[src/rtl/lut_acc_pkg.sv]
// Shared types and helpers for the signed LUT-result block accumulator.
package lut_acc_pkg;

  typedef enum logic [0:0] {
    ACCUM = 1'b0,
    HOLD  = 1'b1
  } state_e;

  localparam int ACC_W_DEF = 16;
  localparam int N_DEF     = 4;

  // Wide sign extension of an 8-bit sample; callers cast down to their width.
  function automatic logic [63:0] sext8(input logic [7:0] v);
    return {{56{v[7]}}, v};
  endfunction

endpackage

[src/rtl/lut_acc_i8_i16_add.sv]
// Combinational wrap-around add of accumulator and sign-extended sample with signed overflow flag.
module lut_add_ovf
  import lut_acc_pkg::*;
#(
  parameter int ACC_W = ACC_W_DEF
) (
  input  logic [ACC_W-1:0] acc,
  input  logic [7:0]       sample,
  output logic [ACC_W-1:0] sum,
  output logic             ovf
);

  logic [ACC_W-1:0] b_s;

  // Overflow: operands agree in sign but the wrapped result does not.
  always_comb begin
    b_s = ACC_W'(sext8(sample));
    sum = acc + b_s;
    ovf = (acc[ACC_W-1] == b_s[ACC_W-1]) && (sum[ACC_W-1] != acc[ACC_W-1]);
  end

endmodule

[src/rtl/lut_acc_i8_i16.sv]
// Block accumulator: sums N signed 8-bit samples into ACC_W bits and hands each total out via valid/ready.
module lut_acc_i8_i16
  import lut_acc_pkg::*;
#(
  parameter int N     = N_DEF,
  parameter int ACC_W = ACC_W_DEF
) (
  input  logic                     clock,
  input  logic                     reset,
  input  logic                     clear,
  input  logic                     in_valid,
  input  logic [7:0]               in_data,
  output logic                     in_ready,
  output logic                     out_valid,
  input  logic                     out_ready,
  output logic [ACC_W-1:0]         out_sum,
  output logic                     out_ovf,
  output logic [$clog2(N+1)-1:0]   out_cnt
);

  localparam int CNT_W = $clog2(N + 1);

  state_e           state_r;
  state_e           state_s;
  logic [ACC_W-1:0] acc_r;
  logic [ACC_W-1:0] sum_s;
  logic             ovf_r;
  logic             add_ovf_s;
  logic [CNT_W-1:0] cnt_r;
  logic             accept_s;
  logic             last_s;
  logic [ACC_W-1:0] out_sum_r;
  logic             out_ovf_r;
  logic             out_valid_r;

  lut_add_ovf #(.ACC_W(ACC_W)) u_add (
    .acc    (acc_r),
    .sample (in_data),
    .sum    (sum_s),
    .ovf    (add_ovf_s)
  );

  // in_ready is forced low while reset is asserted, independent of the clock.
  assign in_ready  = reset && (state_r == ACCUM);
  assign out_valid = out_valid_r;
  assign out_sum   = out_sum_r;
  assign out_ovf   = out_ovf_r;
  assign out_cnt   = cnt_r;

  // Accept qualification and next-state; clear overrides any pending handshake.
  always_comb begin
    accept_s = in_valid && (state_r == ACCUM) && !clear;
    last_s   = accept_s && (cnt_r == CNT_W'(N - 1));
    state_s  = state_r;
    if (clear) begin
      state_s = ACCUM;
    end else begin
      case (state_r)
        ACCUM:   if (last_s) state_s = HOLD;  else state_s = ACCUM;
        HOLD:    if (out_ready) state_s = ACCUM; else state_s = HOLD;
        default: state_s = ACCUM;
      endcase
    end
  end

  // Control state register.
  always_ff @(posedge clock or negedge reset) begin
    if (!reset) begin
      state_r <= ACCUM;
    end else begin
      state_r <= state_s;
    end
  end

  // Accumulator, sample counter, sticky overflow and registered block result.
  always_ff @(posedge clock or negedge reset) begin
    if (!reset) begin
      acc_r       <= '0;
      cnt_r       <= '0;
      ovf_r       <= 1'b0;
      out_sum_r   <= '0;
      out_ovf_r   <= 1'b0;
      out_valid_r <= 1'b0;
    end else if (clear) begin
      acc_r       <= '0;
      cnt_r       <= '0;
      ovf_r       <= 1'b0;
      out_valid_r <= 1'b0;
    end else if (last_s) begin
      out_sum_r   <= sum_s;
      out_ovf_r   <= ovf_r | add_ovf_s;
      out_valid_r <= 1'b1;
      acc_r       <= '0;
      cnt_r       <= '0;
      ovf_r       <= 1'b0;
    end else if (accept_s) begin
      acc_r <= sum_s;
      ovf_r <= ovf_r | add_ovf_s;
      cnt_r <= cnt_r + CNT_W'(1);
    end else if (out_valid_r && out_ready) begin
      out_valid_r <= 1'b0;
    end else begin
      out_valid_r <= out_valid_r;
    end
  end

endmodule

[config.mk]
export PLATFORM = sky130hd
export DESIGN_NAME = lut_acc_i8_i16
export DESIGN_NICKNAME = d
export VERILOG_FILES = /design/src/rtl/lut_acc_pkg.sv /design/src/rtl/lut_acc_i8_i16_add.sv /design/src/rtl/lut_acc_i8_i16.sv
export SDC_FILE = /design/constraint.sdc
export NUM_CORES = 1
export LEC_CHECK = 0
export ABC_AREA = 1
export CORE_MARGIN = 2
export CORE_UTILIZATION = 31
export CTS_BUF_LIST = sky130_fd_sc_hd__clkbuf_8
export CTS_CLUSTER_SIZE = 28
export DETAILED_ROUTE_END_ITERATION = 8
export PLACE_DENSITY = 0.57
export SLEW_MARGIN = 20
export SYNTH_ARGS = -nofsm -noshare
export SYNTH_HDL_FRONTEND = slang
export SYNTH_SLANG_ARGS = --single-unit
[constraint.sdc]
create_clock -name clock -period 2 [get_ports clock]
set_clock_uncertainty 0.1 [all_clocks]
set_input_delay 0.4 -clock clock [delete_from_list [all_inputs] [get_ports clock]]
set_output_delay 0.4 -clock clock [all_outputs]
set_load 0.02 [all_outputs]
==> impl_results.md <==
* Outcome: finished, final reports clean
* Pins over their slew limit at 0
* Clk pin slew, worst setup/hold paths at approximately 0.08 ns
* Post-route DRC at 0
* Core ar. at 7331 sq um
* PD cells at 829.5 nW/um^2
* Critical path data arrival time at a little over 2 ns
* Max Clock Freq at slightly above 500 MHz
* Synth cell types at 33
* Placed Area at around 3000 sq um
* Sequential Area at 975.9 sq um
* Worst path max stage delay at between 0.4 and 0.5 ns
* Max cap viols at 0
* ANT nets after route at 0
* Critical path class: primary input to flip-flop
* Pin count of the biggest net entering global routing at 40
* Final setup vio count at 0
* Mapped Cells at 305
* Hold Vio Cnt, Final at 0
* HP Class: primary input to async pin
* Dpl ws at -0.4714 ns
* Vias at ~2,200
* Gr ovfl total at 0
* Commonest non-fill, non-tap cell in the layout: nand2_1
* Synthesis-stage register bit count at 39
* Placed insts at about 460
* DRT Wirelength at between 6000 and 7000 um
* Fin util at between 40% and 50%
* GP Congestion at 0.9192
* Via density at between 4 and 5
* Maximum clock path buffer count at 2
* Final instance count without filler cells at roughly 470
* Final min period at a little under 2 ns
* Starting DRT DRC Count at 98
* R2R Path Start: acc_r[0]$_DFFE_PN0P_
* YS warnings at 0
* Tcrit/Tclk final at a little over nine tenths
* Vias in the first global route at 2,096
* Reg-to-reg slack, setup at about 0.090 ns
* Ant. Diodes at 0
* Syn_area_per_cell at between 7 and 8 sq um
* Initial Util at between 30% and 40%
* CP Capture Type: flip-flop
* Chip Height at a little over 90 um
* PortBufs at 34
* CTS tree: yes
* Worst setup SP type: primary input
* First-pass GRT wire length at 10,180 um
* Fill count at 700
* Slowest cell on crit path: clkdlybuf4s50_1
* Worst-Skew Late Latency at 0.30 ns
* Area of the multi-input gates at between 1000 and 1500 sq um
* WL/cell at about 13 um
* Syn Std Cell Area at approximately 2400 sq um
* Reg2Reg Depth at 9
* Nets at ~400
* Commonest non-fill, non-tap cells in the layout: nand2_1 (98), dfrtp_1 (39), clkdlybuf4s50_1 (29), buf_4 (29), inv_1 (28)
* Worst Max-Slew Pin Slew at slightly above 0.5 ns
* Leakage Power at approximately 1.7 nW
* Die Footprint at between 8000 and 9000 sq um
* Root buffer cell: clkbuf_8
* Sequential share of the synthesized area at slightly above 40%
* Die width at roughly 92 um
* Minimum hold slack at about 0.10 ns
* H-tree levels at 2
* Ports at 35
* Setup TNS at 0 ns
* Crit path cell chain: clkdlybuf4s50_1 -> ha_1 -> or2_1 -> nand2_2 -> o21bai_4 -> buf_4 -> xnor2_2 -> o21ai_0
* Synth-to-Final Area Change at 44.26%
* TritonCTS Buffers at 5
* VDD IR max at about 0.28 mV
* Fin area at roughly 3400 sq um
* DRT Pass-1 Iters at 4
* Crit-path max FO at 3
* Overall power at between 2 and 3 mW
* Critical Path RT at around 2.1 ns
* Initial antenna violation count at 0
* Mapped Nets at 335
* Rows at 31
* Final setup margin at 0.02934 ns
* Clk sinks at 39
* Gr usage total at 15.46%
* Post-DP HPWL at between 4000 and 5000 um
* Slew HR at 65.91%
* R2R Path End: acc_r[6]$_DFFE_PN0P_
* Layout cells sized above 1 at about a quarter
[logic make-up after synthesis]
family	share of synthesized area, %
simple gates	31.51
compound gates	9.273
flops	41.10
buf+inv	6.639
fa+ha+maj	9.273
xor+xnor	2.213
[per-layer routing]
metal,wire length (um),track usage [%],vias up
met5,0,0,-
met4,104,4.545,0
met3,221,2.241,9
met2,3074,26.10,40
met1,2975,20.44,1021
li1,-,-,1117
[Yosys cell counts]
cell type,number,area [sq um]
nor2_1,16,60.06
or2_1,1,6.260
dfrtp_1,39,975.9
o31ai_1,1,7.510
xnor2_1,5,43.79
nand3_4,1,17.52
fa_1,1,20.02
a22o_1,1,8.760
nand3_1,21,105.1
nor3_4,1,16.27
and2_1,1,6.260
buf_4,1,7.510
a21oi_2,1,8.760
ha_1,16,200.2
o21ai_2,1,8.760
o21ai_0,18,90.09
o21a_1,1,7.510
inv_2,2,7.510
nand3b_1,7,52.55
inv_1,30,112.6
o21bai_2,1,11.26
xor2_1,1,8.760
inv_6,1,8.760
nand2_2,8,50.05
buf_6,1,11.26
a21oi_1,11,55.05
nand4_1,2,12.51
nand2_1,106,397.9
o21bai_1,1,7.510
nor2_2,2,12.51
o21ai_1,3,15.01
buf_2,2,10.01
nor2_4,1,11.26
[area by class of cell]
| cell class | instances | share of cell area (%) |
|---|---|---|
| clock inverters | 2 | 1.023 |
| inverters | 33 | 3.762 |
| flip-flops and latches | 39 | 28.49 |
| well taps | 99 | 3.616 |
| repair buffers | 66 | 17.46 |
| clock buffers | 6 | 2.411 |
| multi-input cells | 229 | 43.24 |
[critical path, delay by kind of cell]
| family | cells | cell delay [ns] |
|---|---|---|
| xor+xnor | 1 | 0.18 |
| simple gates | 2 | 0.39 |
| compound gates | 2 | 0.19 |
| fa+ha+maj | 1 | 0.33 |
| buf+inv | 2 | 0.55 |
[registers in the layout (all words and copies together), names as in the netlist]
register,count
ovf_r,1
out_cnt,3
acc_r,16
out_valid,1
state_r,1
out_sum,16
out_ovf,1
[report_power, final]
| group | switching, mW | leakage (nW) | internal (mW) |
|---|---|---|---|
| Sequential | 0.0889 | 0.525 | 0.908 |
| Clock | 0.295 | 0.0612 | 0.404 |
| Combinational | 0.599 | 1.08 | 0.548 |
| Total | 0.982 | 1.67 | 1.86 |
[how the worst max path moves through the flow]
stage / to / slack [ns] / from
after floorplan: acc_r[14]$_DFFE_PN0P_ / 0.15 / in_data[0]
after global placement: acc_r[14]$_DFFE_PN0P_ / -0.43 / in_data[0]
after detailed placement: out_sum[10]$_DFFE_PN0P_ / -0.47 / in_data[0]
after CTS: out_sum[10]$_DFFE_PN0P_ / 0.01 / in_data[1]
after global routing: out_sum[5]$_DFFE_PN0P_ / -0.01 / in_data[2]
final: out_sum[5]$_DFFE_PN0P_ / 0.03 / in_data[2]
[repair_timing]
| item | in CTS | in global routing |
|---|---|---|
| resized for setup | 20 | 27 |
| hold buffers | 0 | 0 |
| gates cloned | 1 | 0 |
| pin swaps | 9 | 12 |
| endpoints found under the setup margin | 20 | 23 |
| setup buffers | 0 | 3 |
No activity file was read; power rests on OpenSTA's default activity.
